===== src/rtl/mac_poly_pkg.sv =====
// Shared types and constants for the mac_poly multiply-add controller.
// MAC_SIGNED_EN (optional define) switches the datapath to two's complement.
package mac_poly_pkg;

  typedef enum logic [1:0] {
    IDLE  = 2'b00,
    ACCUM = 2'b01,
    DONE  = 2'b10
  } state_t;

  localparam logic MODE_SOP    = 1'b0;
  localparam logic MODE_HORNER = 1'b1;

  // Accumulator must hold one full product; at least one beat per packet.
  function automatic bit params_ok(input int data_w, input int max_terms, input int acc_w);
    return (data_w >= 1) && (max_terms >= 1) && (acc_w >= 2 * data_w);
  endfunction

endpackage


===== src/rtl/mac_poly_if.sv =====
// Operand stream in, result stream out; slave side is the mac_poly_controller.
interface mac_poly_if #(
  parameter int DATA_W = 8,
  parameter int ACC_W  = 20
);
  logic              mode;
  logic              in_valid;
  logic              in_ready;
  logic              in_last;
  logic [DATA_W-1:0] coef;
  logic [DATA_W-1:0] num_x;
  logic              out_valid;
  logic              out_ready;
  logic [ACC_W-1:0]  result;
  logic              overflow;
  logic              len_err;

  modport master (
    output mode, in_valid, in_last, coef, num_x, out_ready,
    input  in_ready, out_valid, result, overflow, len_err
  );

  modport slave (
    input  mode, in_valid, in_last, coef, num_x, out_ready,
    output in_ready, out_valid, result, overflow, len_err
  );
endinterface


===== src/rtl/mac_poly_datapath.sv =====
// Accumulator, x latch and the single multiply-add with truncation/overflow.
// MAC_SIGNED_EN defined: operands and accumulator are two's complement.
module mac_poly_datapath
  import mac_poly_pkg::*;
#(
  parameter int DATA_W = 8,
  parameter int ACC_W  = 20
) (
  input  logic              clk,
  input  logic              reset,
  input  logic              clear,
  input  logic              first_beat,
  input  logic              accum_beat,
  input  logic              horner,
  input  logic [DATA_W-1:0] coef,
  input  logic [DATA_W-1:0] num_x,
  output logic [ACC_W-1:0]  acc,
  output logic              ovf
);
  // One spare bit above acc*x covers the following add without wrapping.
  localparam int FW = ACC_W + DATA_W + 1;

  logic [ACC_W-1:0]  acc_q, acc_d;
  logic [DATA_W-1:0] x_q, x_d;
  logic              ovf_q, ovf_d;
  logic [FW-1:0]     coef_ext, num_x_ext, x_ext, acc_ext;
  logic [FW-1:0]     mul_a, mul_b, prod, full;
  logic              ovf_now;

`ifdef MAC_SIGNED_EN
  assign coef_ext  = {{(FW-DATA_W){coef[DATA_W-1]}}, coef};
  assign num_x_ext = {{(FW-DATA_W){num_x[DATA_W-1]}}, num_x};
  assign x_ext     = {{(FW-DATA_W){x_q[DATA_W-1]}}, x_q};
  assign acc_ext   = {{(FW-ACC_W){acc_q[ACC_W-1]}}, acc_q};
  assign ovf_now   = !((&full[FW-1:ACC_W-1]) || !(|full[FW-1:ACC_W-1]));
`else
  assign coef_ext  = FW'(coef);
  assign num_x_ext = FW'(num_x);
  assign x_ext     = FW'(x_q);
  assign acc_ext   = FW'(acc_q);
  assign ovf_now   = |full[FW-1:ACC_W];
`endif

  always_comb begin
    mul_a = (horner && !first_beat) ? acc_ext : coef_ext;
    mul_b = (horner && !first_beat) ? x_ext   : num_x_ext;
    prod  = mul_a * mul_b;
    if (horner) full = first_beat ? coef_ext : prod + coef_ext;
    else        full = first_beat ? prod     : acc_ext + prod;

    acc_d = acc_q;
    x_d   = x_q;
    ovf_d = ovf_q;
    if (clear) begin
      acc_d = '0;
      ovf_d = 1'b0;
    end else if (first_beat) begin
      acc_d = full[ACC_W-1:0];
      x_d   = num_x;
      ovf_d = ovf_now;
    end else if (accum_beat) begin
      acc_d = full[ACC_W-1:0];
      ovf_d = ovf_q | ovf_now;
    end
  end

  always_ff @(posedge clk) begin
    if (reset) begin
      acc_q <= '0;
      x_q   <= '0;
      ovf_q <= 1'b0;
    end else begin
      acc_q <= acc_d;
      x_q   <= x_d;
      ovf_q <= ovf_d;
    end
  end

  assign acc = acc_q;
  assign ovf = ovf_q;
endmodule


===== src/rtl/mac_poly_controller.sv =====
// Packet controller: Horner polynomial or sum-of-products over a beat stream.
// MAC_SIGNED_EN (optional define) selects two's complement arithmetic.
module mac_poly_controller
  import mac_poly_pkg::*;
#(
  parameter int DATA_W    = 8,
  parameter int MAX_TERMS = 8,
  parameter int ACC_W     = 20
) (
  input  logic     clk,
  input  logic     reset,
  mac_poly_if.slave bus
);
  localparam int CNT_W = $clog2(MAX_TERMS + 2);

  if (!params_ok(DATA_W, MAX_TERMS, ACC_W)) begin : g_bad_params
    $error("mac_poly_controller: invalid DATA_W/MAX_TERMS/ACC_W");
  end

  state_t           state_q, state_d;
  logic [CNT_W-1:0] count_q, count_d;
  logic             mode_q, mode_d;
  logic             len_err_q, len_err_d;
  logic             out_valid_q, out_valid_d;
  logic             in_ready_q, in_ready_d;
  logic             beat, first_beat, accum_beat, dp_clear, horner;
  logic [ACC_W-1:0] acc;
  logic             ovf;

  assign beat       = bus.in_valid && in_ready_q;
  assign first_beat = beat && (state_q == IDLE);
  assign accum_beat = beat && (state_q == ACCUM);
  assign dp_clear   = (state_q == DONE) && bus.out_ready;
  // Mode is taken live on the first beat, from the latch afterwards.
  assign horner     = first_beat ? (bus.mode == MODE_HORNER) : (mode_q == MODE_HORNER);

  always_comb begin
    state_d   = state_q;
    count_d   = count_q;
    mode_d    = mode_q;
    len_err_d = len_err_q;
    case (state_q)
      IDLE: if (beat) begin
        mode_d    = bus.mode;
        count_d   = CNT_W'(1);
        len_err_d = 1'b0;
        state_d   = bus.in_last ? DONE : ACCUM;
      end
      ACCUM: if (beat) begin
        if (count_q != CNT_W'(MAX_TERMS + 1)) count_d = count_q + CNT_W'(1);
        if (count_q >= CNT_W'(MAX_TERMS))     len_err_d = 1'b1;
        if (bus.in_last)                      state_d = DONE;
      end
      DONE: if (bus.out_ready) begin
        state_d   = IDLE;
        count_d   = '0;
        len_err_d = 1'b0;
      end
      default: state_d = IDLE;
    endcase
    out_valid_d = (state_d == DONE);
    in_ready_d  = (state_d != DONE);
  end

  always_ff @(posedge clk) begin
    if (reset) begin
      state_q     <= IDLE;
      count_q     <= '0;
      mode_q      <= MODE_SOP;
      len_err_q   <= 1'b0;
      out_valid_q <= 1'b0;
      in_ready_q  <= 1'b1;
    end else begin
      state_q     <= state_d;
      count_q     <= count_d;
      mode_q      <= mode_d;
      len_err_q   <= len_err_d;
      out_valid_q <= out_valid_d;
      in_ready_q  <= in_ready_d;
    end
  end

  mac_poly_datapath #(.DATA_W(DATA_W), .ACC_W(ACC_W)) u_datapath (
    .clk        (clk),
    .reset      (reset),
    .clear      (dp_clear),
    .first_beat (first_beat),
    .accum_beat (accum_beat),
    .horner     (horner),
    .coef       (bus.coef),
    .num_x      (bus.num_x),
    .acc        (acc),
    .ovf        (ovf)
  );

  assign bus.in_ready  = in_ready_q;
  assign bus.out_valid = out_valid_q;
  assign bus.result    = out_valid_q ? acc : '0;
  assign bus.overflow  = out_valid_q & ovf;
  assign bus.len_err   = out_valid_q & len_err_q;
endmodule


===== src/flat_wrapper.sv =====
// flat-port wrapper written by rule: the top's interface ports become plain ports
module mac_poly_controller_flat import mac_poly_pkg::*;
#(
  parameter int DATA_W    = 8,
  parameter int MAX_TERMS = 8,
  parameter int ACC_W     = 20
)
  (clk, reset, bus_mode, bus_in_valid, bus_in_last, bus_coef, bus_num_x, bus_out_ready, bus_in_ready, bus_out_valid, bus_result, bus_overflow, bus_len_err);
  mac_poly_if #(.DATA_W(DATA_W), .ACC_W(ACC_W)) bus_i ();
  input  logic clk;
  input  logic reset;
  input wire logic [$bits(bus_i.mode)-1:0] bus_mode;
  input wire logic [$bits(bus_i.in_valid)-1:0] bus_in_valid;
  input wire logic [$bits(bus_i.in_last)-1:0] bus_in_last;
  input wire logic [$bits(bus_i.coef)-1:0] bus_coef;
  input wire logic [$bits(bus_i.num_x)-1:0] bus_num_x;
  input wire logic [$bits(bus_i.out_ready)-1:0] bus_out_ready;
  output wire logic [$bits(bus_i.in_ready)-1:0] bus_in_ready;
  output wire logic [$bits(bus_i.out_valid)-1:0] bus_out_valid;
  output wire logic [$bits(bus_i.result)-1:0] bus_result;
  output wire logic [$bits(bus_i.overflow)-1:0] bus_overflow;
  output wire logic [$bits(bus_i.len_err)-1:0] bus_len_err;
  assign bus_i.mode = bus_mode;
  assign bus_i.in_valid = bus_in_valid;
  assign bus_i.in_last = bus_in_last;
  assign bus_i.coef = bus_coef;
  assign bus_i.num_x = bus_num_x;
  assign bus_i.out_ready = bus_out_ready;
  assign bus_in_ready = bus_i.in_ready;
  assign bus_out_valid = bus_i.out_valid;
  assign bus_result = bus_i.result;
  assign bus_overflow = bus_i.overflow;
  assign bus_len_err = bus_i.len_err;
  mac_poly_controller #(.DATA_W(DATA_W), .MAX_TERMS(MAX_TERMS), .ACC_W(ACC_W)) u_core (.clk(clk), .reset(reset), .bus(bus_i));
endmodule

===== config.mk =====
export PLATFORM = sky130hd
export DESIGN_NAME = mac_poly_controller_flat
export DESIGN_NICKNAME = d
export VERILOG_FILES = /design/src/rtl/mac_poly_pkg.sv /design/src/rtl/mac_poly_if.sv /design/src/rtl/mac_poly_datapath.sv /design/src/rtl/mac_poly_controller.sv /design/src/flat_wrapper.sv
export SDC_FILE = /design/constraint.sdc
export NUM_CORES = 1
export LEC_CHECK = 0
export CORE_MARGIN = 2
export CORE_UTILIZATION = 60
export CTS_CLUSTER_SIZE = 40
export DETAILED_ROUTE_END_ITERATION = 7
export PLACE_DENSITY = 0.81
export SYNTH_ARGS = -nofsm -noshare
export SYNTH_HDL_FRONTEND = slang
export SYNTH_SLANG_ARGS = --single-unit

===== constraint.sdc =====
create_clock -name clk -period 16.5 [get_ports clk]
set_input_delay 2.475 -clock clk [delete_from_list [all_inputs] [get_ports clk]]
set_output_delay 2.475 -clock clk [all_outputs]
set_load 0.03 [all_outputs]

==> qor.txt <==
Final Setup Violations -> 0
final hold violations -> 0
first-iteration detailed-routing DRC count -> 576
Final ANT Viol Nets -> 0
Total Wirelength -> 25200 um
detailed placer's ending HPWL -> 19400 um
Die H -> 128 um
residual DRC count -> 0
critical path class -> primary input to register
Cell Rows -> 45
Critical Path Fanout Max -> 30
WP data required -> 16.68 ns
post-synthesis mux area share -> 2.20%
Worst Skew -> 0.00944 ns
Max IR drop VDD -> 0.109 mV
PwrDens -> 144 nW/um2
first-pass iteration count of the detailed router -> 5
WP buf/inv -> 4
antenna cells -> 0
largest net degree at the start of global routing -> 42
Syn Nets -> 1394
Lkg Pwr -> 4.78 nW
Final min period -> 11.14 ns
# IOs -> 46
layout cells sized above 1 -> 3.29%
RSZ-0062 raised after global routing -> no
Fill cells -> 1299
CTS Buffer Depth -> 2
vias in the first global route -> 8564
Nets -> 1400
clock net sink count -> 39
final instance area -> 9980 um2
run status -> finished clean
Worst-Margin Slew -> 1.07 ns
Synth Area in Compound Gates -> 18.3%
sequential share of the synthesized area -> 8.41%
CTS buffer count -> 5
insertion delay to the later sink of the worst-skew pair -> 0.30 ns
Cell Area, Placed -> 9810 um2
Async SR Flop Fraction -> 0%
H-tree depth -> 2
commonest non-fill, non-tap cell in the layout -> nor2_1
CTS resizes -> 0
P&R area growth vs syn -> 7.44%
Hold Path Class -> register to register
Post-synth EDFFs -> 0
Pwr Total -> 0.00144 W
max cap viols -> 0
first-pass GRT wire length -> 42500 um
grt ovf -> 0
Die Width -> 128 um
CTS root buf -> clkbuf_16
post-synthesis cell type count -> 70
largest family of logic cells by synthesized area -> adder cells
Fmax -> 0.0897 GHz
Starting Density -> 61.3%
Final GP Congestion -> 0.924
synthesized instance count -> 1177
TritonCTS clock tree -> built
xor/xnor share of the synthesized area -> 4.86%
port bufs -> 45
Mapped Area -> 9290 um2
core area -> 15100 um2
yosys warns -> 0
final-report max-slew violation count -> 0
via/cell ratio -> 6.35
CP peak stage delay -> 0.82 ns
initial antenna violation count -> 0
DR WL/cell -> 18.3 um
CTS clk-pin slew, worst paths -> 0.07 ns
element type at the critical path start -> primary input
critical path arrival -> 11.32 ns
#FFs+latches synth -> 39
post-cts hold buffer count -> 0
commonest cells after routing, fill and taps aside -> 117 x nor2_1, 113 x inv_1, 110 x fa_1
All-Layer GR Usage -> 32.3%
Avg Inst Size Synth -> 7.89 um2
die area -> 16500 um2
Max stage delay cell, worst path -> mux2i_1
critical path's top delay family -> adder cells
post-synthesis simple-gate area fraction -> 24.4%
synthesized-area fraction occupied by adder cells -> 35.2%
most used cell, CP -> fa_1
setup bufs post-CTS -> 0
Post-synth top flop -> dfxtp_1
accumulated negative setup slack -> 0 ns
Max-Slew Margin vs Limit -> 28.2%
Vias -> 8713
fin crit share -> 67.5%
CP Capture Type -> register
## sequential cells by signal (all words and copies together), names as in the netlist
name	flops
u_core.bus.in_ready	1
u_core.state_q	2
u_core.count_q	4
u_core.mode_q	1
u_core.u_datapath.x_q	8
u_core.u_datapath.acc	20
u_core.u_datapath.ovf	1
u_core.bus.out_valid	1
u_core.len_err_q	1
## worst paths after layout
path | slack, ns | to | cells past startpoint | startpoint
setup / recovery | 5.36 | u_core.u_datapath.ovf | 30 | bus_in_valid
hold / removal | 0.46 | u_core.u_datapath.x_q[0] | 2 | u_core.u_datapath.x_q[0]
setup reg to reg | 7.28 | u_core.u_datapath.ovf | 31 | u_core.state_q[0]
hold reg to reg | 0.46 | u_core.u_datapath.x_q[0] | 2 | u_core.u_datapath.x_q[0]
## cells in the mapped netlist (24+ instances only)
cell	number	area share (%)
and3_1	44	3.0
o21ai_0	34	1.8
a21oi_1	85	4.6
fa_1	110	24
a211oi_1	24	1.9
and2_1	68	4.6
dfxtp_1	39	8.4
inv_1	113	4.6
nor3_1	37	2.0
xnor2_1	29	2.7
clkbuf_1	38	1.5
nor2_1	117	4.7
nand3_1	26	1.4
ha_1	85	11
nand2_1	106	4.3
## final cells by class
cell class              count  area, um2  area share [%]
well taps                 188        235            2.36
flip-flops and latches     39        781            7.83
repair buffers             49        480            4.82
clock inverters             3       43.8           0.439
inverters                 113        424            4.25
clock buffers               5        125            1.25
multi-input cells         975       7890            79.1
## worst register-to-register path, delay by kind of cell (launching register included)
| kind | cells | cell delay (ns) |
|---|---|---|
| AOI/OAI and AO/OA | 6 | 1.21 |
| xor gates and xnor gates | 1 | 0.56 |
| adders and majority gates | 7 | 3.08 |
| buffers and inverters | 4 | 0.53 |
| DFF | 1 | 0.40 |
| muxes | 1 | 0.82 |
| and+or+nand+nor | 12 | 2.49 |
## power by group
part           switching [W]  total, W  leakage (nW)  internal (W)
registers          0.0000527  0.000163         0.320      0.000111
clock network      0.0000450  0.000116        0.0838     0.0000715
logic               0.000702   0.00116          4.38      0.000458
## metal layers
layer	global-route usage (%)	part of all wire, %
met1	42.4	42
met2	55.1	47
met3	3.53	6.7
met4	12.4	4.3
met5	0	0
## cell families after synthesis
group                    Yosys count
XOR/XNOR                          50
AND/OR/NAND/NOR                  458
multiplexers                      19
adder cells (fa/ha/maj)          195
buffers and inverters            163
AO/OA/AOI/OAI                    253
flip-flops                        39
## metrics by stage
step | hold slack, ns | utilization, % | setup WS, ns | cells
3_5_place_dp | 0.446 | 64.8 | 5.28 | 1364
5_1_grt | 0.485 | 65.9 | 4.84 | 1372
3_3_place_gp | 0.439 | 64.8 | 5.47 | 1364
6_report | 0.456 | 65.9 | 5.36 | 1372
2_1_floorplan | 0.429 | - | 7.10 | 1177
4_1_cts | 0.454 | 65.9 | 5.57 | 1372
No activity file was read; power rests on OpenSTA's default activity.
